### src/rtl/soc_monitor_if.sv
// soc_monitor_if: core data port as seen by the monitor, requests in and gated RAM strobes out
interface soc_monitor_if;
  logic        req_r;
  logic [3:0]  req_w;
  logic [31:0] req_addr;
  logic        ram_r;
  logic [3:0]  ram_w;
  modport master (output req_r, req_w, req_addr, input ram_r, ram_w);
  modport slave (input req_r, req_w, req_addr, output ram_r, ram_w);
endinterface

### src/rtl/soc_monitor.sv
// soc_monitor: run-control and memory-protection monitor that gates RAM strobes, halts on the first fault and records it
module soc_monitor #(
  parameter int unsigned RAM_WORDS    = 4194304,
  parameter bit          SP_CHECK     = 1'b1,
  parameter bit          ALIGN_CHECK  = 1'b1,
  parameter int unsigned STUCK_CYCLES = 0,
  parameter int unsigned CYCLE_W      = 32
) (
  input  logic               clk,
  input  logic               rst,
  input  logic               brk,
  input  logic               resume,
  input  logic [29:0]        pc,
  input  logic [31:0]        sp,
  soc_monitor_if.slave       bus,
  output logic               halt,
  output logic [2:0]         fault_code,
  output logic [31:0]        fault_pc,
  output logic [31:0]        fault_addr,
  output logic [CYCLE_W-1:0] cycles
);
  localparam logic [32:0] RAM_TOP = 33'(RAM_WORDS) * 33'd4;
  localparam int SW = STUCK_CYCLES > 0 ? $clog2(STUCK_CYCLES + 1) : 1;
  typedef enum logic {RUN, HALTED} state_t;
  typedef enum logic [2:0] {NONE, BRK, RAM_RANGE, SP_RANGE, MISALIGN, STUCK} code_t;
  state_t state;
  logic brk_q, pc_v, same_pc, acc, legal_w, range_e, sp_e, mis_e, stuck_e, brk_e, any_e, pass;
  logic [29:0] pc_q;
  logic [SW-1:0] stuck_cnt;
  logic [1:0] a;
  code_t code;
  logic [31:0] addr;
  always_comb begin
    a = bus.req_addr[1:0];
    acc = bus.req_r | (|bus.req_w);
    case (bus.req_w)
      4'b0001, 4'b0010, 4'b0100, 4'b1000: legal_w = bus.req_w[a];
      4'b0011, 4'b1100: legal_w = !a[0] && bus.req_w[{a[1], 1'b0}];
      4'b1111: legal_w = a == 2'd0;
      default: legal_w = 1'b0;
    endcase
    range_e = acc && {1'b0, bus.req_addr} >= RAM_TOP;
    sp_e = SP_CHECK && {1'b0, sp} > RAM_TOP;
    mis_e = ALIGN_CHECK && (|bus.req_w) && !legal_w;
    // pc_v masks the first cycle after reset, which has no meaningful previous PC
    same_pc = pc_v && pc == pc_q;
    stuck_e = STUCK_CYCLES != 0 && same_pc && 32'(stuck_cnt) + 32'd1 >= STUCK_CYCLES;
    brk_e = brk && !brk_q;
    any_e = state == RUN && (range_e || sp_e || mis_e || stuck_e || brk_e);
    code = range_e ? RAM_RANGE : sp_e ? SP_RANGE : mis_e ? MISALIGN : stuck_e ? STUCK : BRK;
    addr = code == SP_RANGE ? sp : (code == RAM_RANGE || code == MISALIGN) ? bus.req_addr : 32'd0;
    pass = state == RUN && !range_e && !mis_e;
    bus.ram_r = pass && bus.req_r;
    bus.ram_w = pass ? bus.req_w : 4'b0000;
  end
  always_ff @(posedge clk) begin
    if (rst) begin
      state <= RUN;
      fault_code <= NONE;
      fault_pc <= '0;
      fault_addr <= '0;
      cycles <= '0;
      stuck_cnt <= '0;
      brk_q <= 1'b1;
      pc_q <= '0;
      pc_v <= 1'b0;
    end else begin
      brk_q <= brk;
      pc_q <= pc;
      pc_v <= 1'b1;
      if (state == RUN) begin
        cycles <= &cycles ? cycles : cycles + 1'b1;
        stuck_cnt <= (STUCK_CYCLES != 0 && same_pc) ? stuck_cnt + 1'b1 : '0;
        if (any_e) begin
          state <= HALTED;
          fault_code <= code;
          fault_pc <= {pc, 2'b00};
          fault_addr <= addr;
        end
      end else begin
        stuck_cnt <= '0;
        if (resume && fault_code == BRK) begin
          state <= RUN;
          fault_code <= NONE;
        end
      end
    end
  end
  assign halt = state == HALTED;
endmodule

### src/flat_wrapper.sv
// flat-port wrapper written by rule: the top's interface ports become plain ports
module soc_monitor_flat 
#(
  parameter int unsigned RAM_WORDS    = 4194304,
  parameter bit          SP_CHECK     = 1'b1,
  parameter bit          ALIGN_CHECK  = 1'b1,
  parameter int unsigned STUCK_CYCLES = 0,
  parameter int unsigned CYCLE_W      = 32
)
  (clk, rst, brk, resume, pc, sp, halt, fault_code, fault_pc, fault_addr, cycles, bus_req_r, bus_req_w, bus_req_addr, bus_ram_r, bus_ram_w);
  soc_monitor_if bus_i ();
  input  logic clk;
  input  logic rst;
  input  logic brk;
  input  logic resume;
  input  logic [29:0] pc;
  input  logic [31:0] sp;
  output logic halt;
  output logic [2:0] fault_code;
  output logic [31:0] fault_pc;
  output logic [31:0] fault_addr;
  output logic [CYCLE_W-1:0] cycles;
  input wire logic [$bits(bus_i.req_r)-1:0] bus_req_r;
  input wire logic [$bits(bus_i.req_w)-1:0] bus_req_w;
  input wire logic [$bits(bus_i.req_addr)-1:0] bus_req_addr;
  output wire logic [$bits(bus_i.ram_r)-1:0] bus_ram_r;
  output wire logic [$bits(bus_i.ram_w)-1:0] bus_ram_w;
  assign bus_i.req_r = bus_req_r;
  assign bus_i.req_w = bus_req_w;
  assign bus_i.req_addr = bus_req_addr;
  assign bus_ram_r = bus_i.ram_r;
  assign bus_ram_w = bus_i.ram_w;
  soc_monitor #(.RAM_WORDS(RAM_WORDS), .SP_CHECK(SP_CHECK), .ALIGN_CHECK(ALIGN_CHECK), .STUCK_CYCLES(STUCK_CYCLES), .CYCLE_W(CYCLE_W)) u_core (.clk(clk), .rst(rst), .brk(brk), .resume(resume), .pc(pc), .sp(sp), .bus(bus_i), .halt(halt), .fault_code(fault_code), .fault_pc(fault_pc), .fault_addr(fault_addr), .cycles(cycles));
endmodule
### config.mk
export PLATFORM = sky130hd
export DESIGN_NAME = soc_monitor_flat
export DESIGN_NICKNAME = d
export VERILOG_FILES = /design/src/rtl/soc_monitor_if.sv /design/src/rtl/soc_monitor.sv /design/src/flat_wrapper.sv
export SDC_FILE = /design/constraint.sdc
export NUM_CORES = 1
export LEC_CHECK = 0
export ABC_AREA = 0
export CAP_MARGIN = 40
export CORE_MARGIN = 2
export CORE_UTILIZATION = 50
export CTS_CLUSTER_DIAMETER = 50
export DETAILED_ROUTE_END_ITERATION = 8
export DONT_BUFFER_PORTS = 1
export GPL_TIMING_DRIVEN = 1
export PLACE_DENSITY = 0.68
export REMOVE_ABC_BUFFERS = 1
export SETUP_SLACK_MARGIN = 0.02
export SLEW_MARGIN = 10
export SYNTH_ARGS = -nofsm -noshare
export SYNTH_HDL_FRONTEND = slang
export SYNTH_SLANG_ARGS = --single-unit
### constraint.sdc
create_clock -name clk -period 2.7 [get_ports clk]
set_clock_uncertainty 0.2 [all_clocks]
set_input_delay 0.54 -clock clk [delete_from_list [all_inputs] [get_ports clk]]
set_output_delay 0.54 -clock clk [all_outputs]
set_load 0.05 [all_outputs]
Word level (Yosys, flattened, before mapping)
Index checks and enable logic that the tools add are counted.
{"block": "totals", "in_bits": 103, "output_inout_bits": 105, "word_cells": 70, "register_bits": 99}
{"block": "classes", "mux": 17, "n_bitwise": 3, "n_eq_ne": 12, "n_lt_le_gt_ge": 4, "n_reduce_logical": 27, "addsub": 1}
{"operator": "$mux W32", "count": 2}
{"operator": "$add A32 B1 Y32 const B", "count": 1}
{"operator": "$ge A32 B25 Y1 const B", "count": 1}
{"operator": "$gt A32 B25 Y1 const B", "count": 1}
{"operator": "$reduce_and A32 Y1", "count": 1}
{"operator": "$mux W3", "count": 6}
{"operator": "$eq A4 B4 Y1 const B", "count": 3}
{"operator": "$logic_and A1 B1 Y1", "count": 9}
{"operator": "$eq A4 B2 Y1 const B", "count": 2}
{"operator": "$reduce_or A4 Y1", "count": 2}
{"operator": "$eq A3 B2 Y1 const B", "count": 2}
{"operator": "$lt A2 B3 Y1 const B", "count": 2}
{"operator": "$mux W1", "count": 6}
{"operator": "$reduce_and A2 Y1", "count": 3}
{"operator": "$logic_not A1 Y1", "count": 5}
{"operator": "$eq A4 B1 Y1 const B", "count": 1}
{"operator": "$eq A4 B3 Y1 const B", "count": 1}
{"operator": "$logic_or A1 B1 Y1", "count": 4}
{"operator": "$mux W4", "count": 1}
{"operator": "$eq A3 B1 Y1 const B", "count": 1}
{"operator": "$eq A3 B3 Y1 const B", "count": 1}
{"operator": "$pmux W1 S3", "count": 1}
{"operator": "$bmux W1 S2", "count": 1}
{"operator": "$logic_not A2 Y1", "count": 1}
{"operator": "other kinds (5)", "count": 6}

Logic depth before layout (Yosys ltp)
Gate-level depths: netlist (run 1).
{"block": "logic_depth", "word_depth": 13, "depth_mapped": 9, "depth_no_buf": 7}

Worst setup path after synthesis (run 1)
No wires, ideal clock.
{"block": "synth_path", "path_kind": "input port to output port", "start": "input bus_req_w[2]", "end": "output bus_ram_r", "setup_slack_ps": -301, "path_stages": 8, "n_path_buf": 3, "t_required_ps": 1960, "t_arrival_ps": 2261, "path_cell_list": "clkbuf_1 > nor3_1 > a22o_1 > clkbuf_1 > o21ai_0 > clkbuf_1 > nor2_1 > and2_1"}
{"block": "synth_between", "elab_chain_cells": 9, "word_cells_on_any_way": 25, "cone_classes": "eq/ne (7); mux (5); bitwise (1); reduce/logical (12)"}
{"element": "from (decl)", "line_no": "flat_wrapper.sv:24", "source": "input wire logic [$bits(bus_i.req_w)-1:0] bus_req_w;"}
{"element": "branches (longest 7 deep; another with $eq A4 B1 Y1)"}
{"element": "$logic_and A1 B1 Y1 *", "line_no": "soc_monitor.sv:52", "source": "pass = state == RUN && !range_e && !mis_e;"}
{"element": "$logic_and A1 B1 Y1 *", "line_no": "soc_monitor.sv:53", "source": "bus.ram_r = pass && bus.req_r;"}
{"element": "to (decl)", "line_no": "flat_wrapper.sv:26", "source": "output wire logic [$bits(bus_i.ram_r)-1:0] bus_ram_r;"}
Every way passes the cells marked *. The select of a mux whose other input is x is not followed.

Worst setup path after layout (run 1)
{"block": "layout_path", "start": "input bus_req_w[0]", "end": "output bus_ram_w[3]"}
{"block": "layout_between", "elab_chain_cells": 9, "word_cells_on_any_way": 25, "cone_classes": "eq/ne (7); mux (6); bitwise (1); reduce/logical (11)"}
{"element": "branches (longest 7 deep; another with $eq A4 B1 Y1)"}
{"element": "$logic_and A1 B1 Y1 *", "line_no": "soc_monitor.sv:52"}
{"element": "$mux W4 *", "line_no": "soc_monitor.sv:54", "source": "bus.ram_w = pass ? bus.req_w : 4'b0000;"}
{"element": "to (decl)", "line_no": "flat_wrapper.sv:27", "source": "output wire logic [$bits(bus_i.ram_w)-1:0] bus_ram_w;"}
Marks and branches as above.

==> flow_summary.toml, run 1 <==
[run_status]
status = "finished, final reports clean"

[routing]
drcViolationCount = 0
drt.antenna.violating_nets = 0
vias_per_cell = 6.039
dr_wl_met3_um = 1313
dr_total_vias = 4789
drt_wl_total_um = 14260
post_drt_wl_per_cell_um = 17.99
firstDrtPassIters = 4
met1_length_um = 5824
drtIter0Drc = 335
top_layer = "met4"
dr_wl_met2_um = 6850

[min_path]
hold_class = "in -> reg"
hold_depth = 1
hold_end = "u_core.cycles[14]$_SDFFE_PP0P_"
holdCritStartpoint = "rst"

[sta]
fin_worst_hold_slack_ns = 0.02476
relSlewSlack = 0.6077
fin_ws_ns = 0.2079
rsz0062_at_grt = "no"
setup_viol = 0
period_needed_ns = 2.492
fmax_mhz = 401.3
period_share = 0.9230
slew_violations = 0
hold_violations = 0
tightest_slew_ns = 0.5877

[global_routing]
antenna_found_initial = 0
grt_usage = 0.2429
grt_first_pass_wirelength_um = 22400
grt_pass1_vias = 4623
overflow = 0
grt_max_degree = 48

[pwr]
pwr-share-seq = 0.596
power.share.switching = 0.3364
power_frac_clock = 0.306
internal_power_mw = 2.009
combPwrFrac = 0.098
vdd.ir_drop.worst_mv = 0.2909
power_density_nw_per_um2 = 508.7
net-switching-power_mw = 1.018
power_leakage_nw = 2.187

[critical_path]
start_kind = "input port"
crit_path_start = "bus_req_w[0]"
r2r_slack_ns = 0.22
worstPathArrival_ns = 1.75
crit_fanout = 6
reg2regPathDepth = 6
endpoint_kind = "output port"
required_ns = 1.96
timing.rr.end = "u_core.cycles[17]$_SDFFE_PP0P_"
timing.rr.start = "u_core.cycles[10]$_SDFFE_PP0P_"
critPathKind = "in -> out"

[die]
io-pin-count = 208
rows = 37
die_h_um = 106.5
die_w_um = 106.5
die_area_sq_um = 11350
start_util = 0.5114
coreArea_sq_um = 10280

[synthesis]
seq_area_frac_synth = 0.3771
synth_seq_cells = 99
yosys-top-cells-area = "dfxtp_1 (38%), mux2i_1 (12%), nand2_1 (6.6%)"
ys_types = 52
synth_area_per_cell_sq_um = 8.304
synth_area_leader_cell = "dfxtp_1"
syn-cell-area_sq_um = 5256
synthCells = 633
yosysTopAreaCellShare = 0.3771
yosys_warnings = 0

[finish]
fin_area_sq_um = 5952
final_cell_mix = "dfxtp_1 (98), nand2_1 (93), mux2i_1 (61), a21oi_1 (55), buf_4 (47)"
area_delta_synth_final_pct = 13.23
fill_cells = 937
fin_nets = 756
layout_commonest_cell = "dfxtp_1"
n_antenna_cell = 0
final_cell_count_no_fill = 793
multi_input_area_sq_um = 3048
seq_area_sq_um = 1983
drive_gt1_frac = 0.1431

[placement]
placed_area_sq_um = 5762
dpl_worst_slack_ns = 0.08356
gp_congestion = 0.8671
port_buffers = 0
dp_hpwl_um = 10180
placed_cells = 777

[clocking]
post_cts_buffers = 0
clk_pin_slew_ns = 0.10
cts.root.buffer_cell = "clkbuf_8"
clk_latency_ns = 0.37
cts_tree = "built"
clock-sinks = 99
numCtsBuffers = 9
h-tree-depth = 3
cts_buffer_depth = 2

[run]
cap_violations = 0
==> cells by family (layout without fill, tap and decap cells) <==
group	count (synthesis)	count (layout)	share of synthesized area
flops	99	99	0.3771
xor+xnor	25	25	0.04166
compound gates	127	127	0.1535
simple gates	253	253	0.2418
mux	69	69	0.1333
fa+ha+maj	1	1	0.002380
buf+inv	58	81	0.04951
other cells	1	2	0.0007134
==> registers in the layout, indices dropped and copies added, names as in the netlist <==
register / flops
u_core.cycles: 32
u_core.fault_addr: 32
u_core.fault_pc: 30
u_core.fault_code: 3
u_core.brk_q: 1
u_core.halt: 1
==> area by class of cell <==
| cell class | count | share of cell area |
|---|---|---|
| Inverter | 9 | 0.005676 |
| Clock inverter | 7 | 0.01009 |
| Multi-Input combinational cell | 477 | 0.5121 |
| Tap cell | 136 | 0.02859 |
| Clock buffer | 9 | 0.02081 |
| Sequential cell | 99 | 0.3332 |
| Timing Repair Buffer | 56 | 0.08955 |
==> power by group through the flow <==
stage               registers (mW)  clock network [mW]  logic [mW]
floorplan                     1.84                   0       0.211
global placement              1.84                   0       0.285
detailed placement            1.84                   0       0.296
CTS                           1.80               0.951       0.297
global route                  1.81                1.01       0.329
finish                        1.80               0.926       0.297
==> worst max-delay path, cell delays in order <==
cell and delay [ns]:
nor4b_1 0.29, inv_1 0.09, a21oi_2 0.20, o21ai_4 0.07, nor2_2 0.17, and2_1 0.22
buf_12 0.15
==> synth_stat cells (all sizes together) <==
cell and instances:
nand4 14, a31oi 23, buf 17, a41oi 1
o21a 2, nor4 12, nor3 10, o311ai 24
or4b 1, mux2i 61, and2 13, o2bb2ai 1
inv 9, a22o 1, nand2 93, nor2b 2
or2 2, o311a 1, dfxtp 99, conb 1
nor4bb 1, nor3b 4, nand2b 25, a21o 2
a211oi 2, nand4b 1, o21ai 9, mux2 8
nand3b 1, o32ai 1, a21oi 57, or4 1
clkbuf 32, nor4b 3, xor2 8, a32o 2
ha 1, xnor2 17, nand3 14, or3 5
o22ai 1, nor2 43, and4 5, and3 3
==> repair_timing <==
action	in CTS	in global routing
setup endpoints to repair	0	5
hold buffers	0	0
resized for setup	0	2
==> worst max-delay path by stage <==
stage	end	slack (ns)
floorplan	bus_ram_r	-2.60
global placement	u_core.fault_pc[28]$_SDFFE_PP0P_	0.11
detailed placement	u_core.fault_pc[22]$_SDFFE_PP0P_	0.08
CTS	bus_ram_w[3]	0.1
global route	u_core.cycles[17]$_SDFFE_PP0P_	0.1
finish	bus_ram_w[3]	0.21
==> metal layers <==
layer,vias up,global-route usage
met5,-,0
met4,0,0.1002
met3,23,0.07603
met2,215,0.3974
met1,2256,0.2961
li1,2295,-
==> through the flow <==
| step | setup TNS [ns] | util | power [mW] |
|---|---|---|---|
| final | 0 | 0.5791 | 3.028 |
| after global routing | 0 | 0.5791 | 3.147 |
| after CTS | 0 | 0.5785 | 3.051 |
| after detailed placement | 0 | 0.5606 | 2.133 |
| after global placement | 0 | 0.5606 | 2.121 |
| after floorplan | -160.03 | - | 2.049 |
No activity file was read; power rests on OpenSTA's default activity.
==> run 2, diff against run 1 <==
--- a/config.mk
+++ b/config.mk
@@ -10,6 +10,7 @@
 export CORE_MARGIN = 2
 export CORE_UTILIZATION = 50
 export CTS_CLUSTER_DIAMETER = 50
+export CTS_CLUSTER_SIZE = 28
 export DETAILED_ROUTE_END_ITERATION = 8
 export DONT_BUFFER_PORTS = 1
 export GPL_TIMING_DRIVEN = 1
==> results of run 2 <==
Same layout as run 1: the final DEF is identical, and so are final timing and power.
==> run 3, diff against run 2 <==
--- a/config.mk
+++ b/config.mk
@@ -5,7 +5,7 @@
 export SDC_FILE = /design/constraint.sdc
 export NUM_CORES = 1
 export LEC_CHECK = 0
-export ABC_AREA = 0
+export ABC_AREA = 1
 export CAP_MARGIN = 40
 export CORE_MARGIN = 2
 export CORE_UTILIZATION = 50
==> run 3 against run 2 <==
Against the previous run:
- sequential power about the same
- core utilization down 2.2 points
- synthesized cell count up 23%
- critical path type unchanged
- via count up 4.0%
- combinational power down 8.4%
==> flow_summary.toml, run 3 <==
[run_status]
status = "finished, final reports clean"

[global_routing]
grt_first_pass_wirelength_um = 22690
antenna_found_initial = 0
grt_max_degree = 63
overflow = 0
grt_pass1_vias = 4783
grt_usage = 0.2496

[routing]
dr_total_vias = 4982
drtIter0Drc = 248
firstDrtPassIters = 5
drt.antenna.violating_nets = 0
post_drt_wl_per_cell_um = 15.32
drcViolationCount = 0
vias_per_cell = 5.317
drt_wl_total_um = 14350

[clocking]
cts_buffer_depth = 2
cts_tree = "built"
clk_latency_ns = 0.37
clock-sinks = 99
h-tree-depth = 3
numCtsBuffers = 9
clk_pin_slew_ns = 0.10
post_cts_buffers = 0
cts_resized = 0
cts_hold_buf = 0
cts.root.buffer_cell = "clkbuf_8"

[sta]
setup_viol = 0
tightest_slew_ns = 0.5787
period_share = 0.8781
period_needed_ns = 2.371
fin_setup_tns_ns = 0
rsz0062_at_grt = "no"
fin_ws_ns = 0.3292
fmax_mhz = 421.8
slew_violations = 0
hold_violations = 0
relSlewSlack = 0.6137

[die]
coreArea_sq_um = 10230
rows = 37
io-pin-count = 208
die_h_um = 106.1
die_area_sq_um = 11250
die_w_um = 106.1
start_util = 0.5091

[placement]
port_buffers = 0
dpl_worst_slack_ns = 0.3086
dp_hpwl_um = 10670
gp_congestion = 0.9392

[synthesis]
synth_area_per_cell_sq_um = 6.686
synthCells = 779
yosys_warnings = 0
ys_types = 37
synth_area_leader_cell = "dfxtp_1"
synth_edf_count = 0
yosys-top-cells-area = "dfxtp_1 (38%), nand2_1 (13%), nor2_1 (9.7%)"
yosys-top-cells-count = "nand2_1 (187), nor2_1 (134), dfxtp_1 (99)"
syn-cell-area_sq_um = 5209
async_reset_ff_frac = 0
synth_ff_type = "dfxtp_1"
synth_seq_cells = 99
seq_area_frac_synth = 0.3805
synth_most_common_cell = "nand2_1"
yosysTopAreaCellShare = 0.3805

[min_path]
hold_class = "in -> reg"

[critical_path]
required_ns = 1.96
crit_fanout = 6
worstPathArrival_ns = 1.63
critPathKind = "in -> out"
endpoint_kind = "output port"
start_kind = "input port"

[pwr]
power_leakage_nw = 2.386
vdd.ir_drop.worst_mv = 0.2947
power_density_nw_per_um2 = 523.3

[finish]
final_cell_mix = "nand2_1 (187), nor2_1 (134), dfxtp_1 (99), inv_1 (70), a21oi_1 (58)"
n_antenna_cell = 0
fin_nets = 900
reg_top3 = "u_core.cycles: 32 flops, u_core.fault_addr: 32 flops, u_core.fault_pc: 30 flops"
area_delta_synth_final_pct = 9.440
drive_gt1_frac = 0.09613
layout_commonest_cell = "nand2_1"

[run]
cap_violations = 0
[run 3: worst paths after layout]
kind	start	to	cells past startpoint	slack, ns
setup / recovery	bus_req_w[1]	bus_ram_w[2]	6	0.33
hold / removal	rst	u_core.cycles[14]$_SDFFE_PP0P_	1	0.03
setup reg to reg	u_core.cycles[0]$_SDFFE_PP0P_	u_core.cycles[13]$_SDFFE_PP0P_	11	0.40
hold reg to reg	u_core.cycles[4]$_SDFFE_PP0P_	u_core.cycles[4]$_SDFFE_PP0P_	2	0.31
[run 3: critical path, cell delays in order]
cell and delay [ns]:
nor2_1 0.14, nand2_1 0.14, o22ai_4 0.25, nand3_1 0.21, nor2_1 0.14, buf_4 0.21
[run 3: layout make-up]
class	count	area, sq um
clock buffers	10	127.6
clock inverters	6	48.80
fillers	1011	4531
inverters	75	284.0
multi-input cells	565	2705
flip-flops and latches	99	1982
well taps	136	170.2
repair buffers	46	382.9
[run 3: report_power, final]
group,switching (mW),internal [mW]
registers,0.284,1.53
logic,0.179,0.0935
clock network,0.551,0.346
total,1.01,1.97
[run 3: cells by family (layout without fill, tap and decap cells)]
logic type,after synthesis,after routing,share of synthesized area
AOI/OAI and AO/OA,133,133,0.1470
xor gates and xnor gates,17,17,0.02858
adders and majority gates,1,1,0.002402
DFF,99,99,0.3805
buffers and inverters,116,137,0.1009
other,1,2,0.0007199
and+or+nand+nor,412,412,0.3399
[run 3: layer usage]
| metal | share of wire | track usage | vias up |
|---|---|---|---|
| met5 | 0 | 0 | - |
| met4 | 0.015 | 0.08459 | 0 |
| met3 | 0.090 | 0.08216 | 20 |
| met2 | 0.50 | 0.4382 | 194 |
| met1 | 0.39 | 0.2849 | 2229 |
| li1 | - | - | 2539 |
[run 3: per-stage QoR]
step           cell area, sq um  power [mW]  instances  hold slack (ns)    util
2_1_floorplan              4971       2.038        739           0.4091       -
3_3_place_gp               5524       2.111        921           0.2836  0.5399
3_5_place_dp               5524       2.123        921           0.2882  0.5399
4_1_cts                    5700       3.014        937         0.006362  0.5572
5_1_grt                    5700       3.109        937         0.005364  0.5572
6_report                   5700       2.983        937          0.02704  0.5572
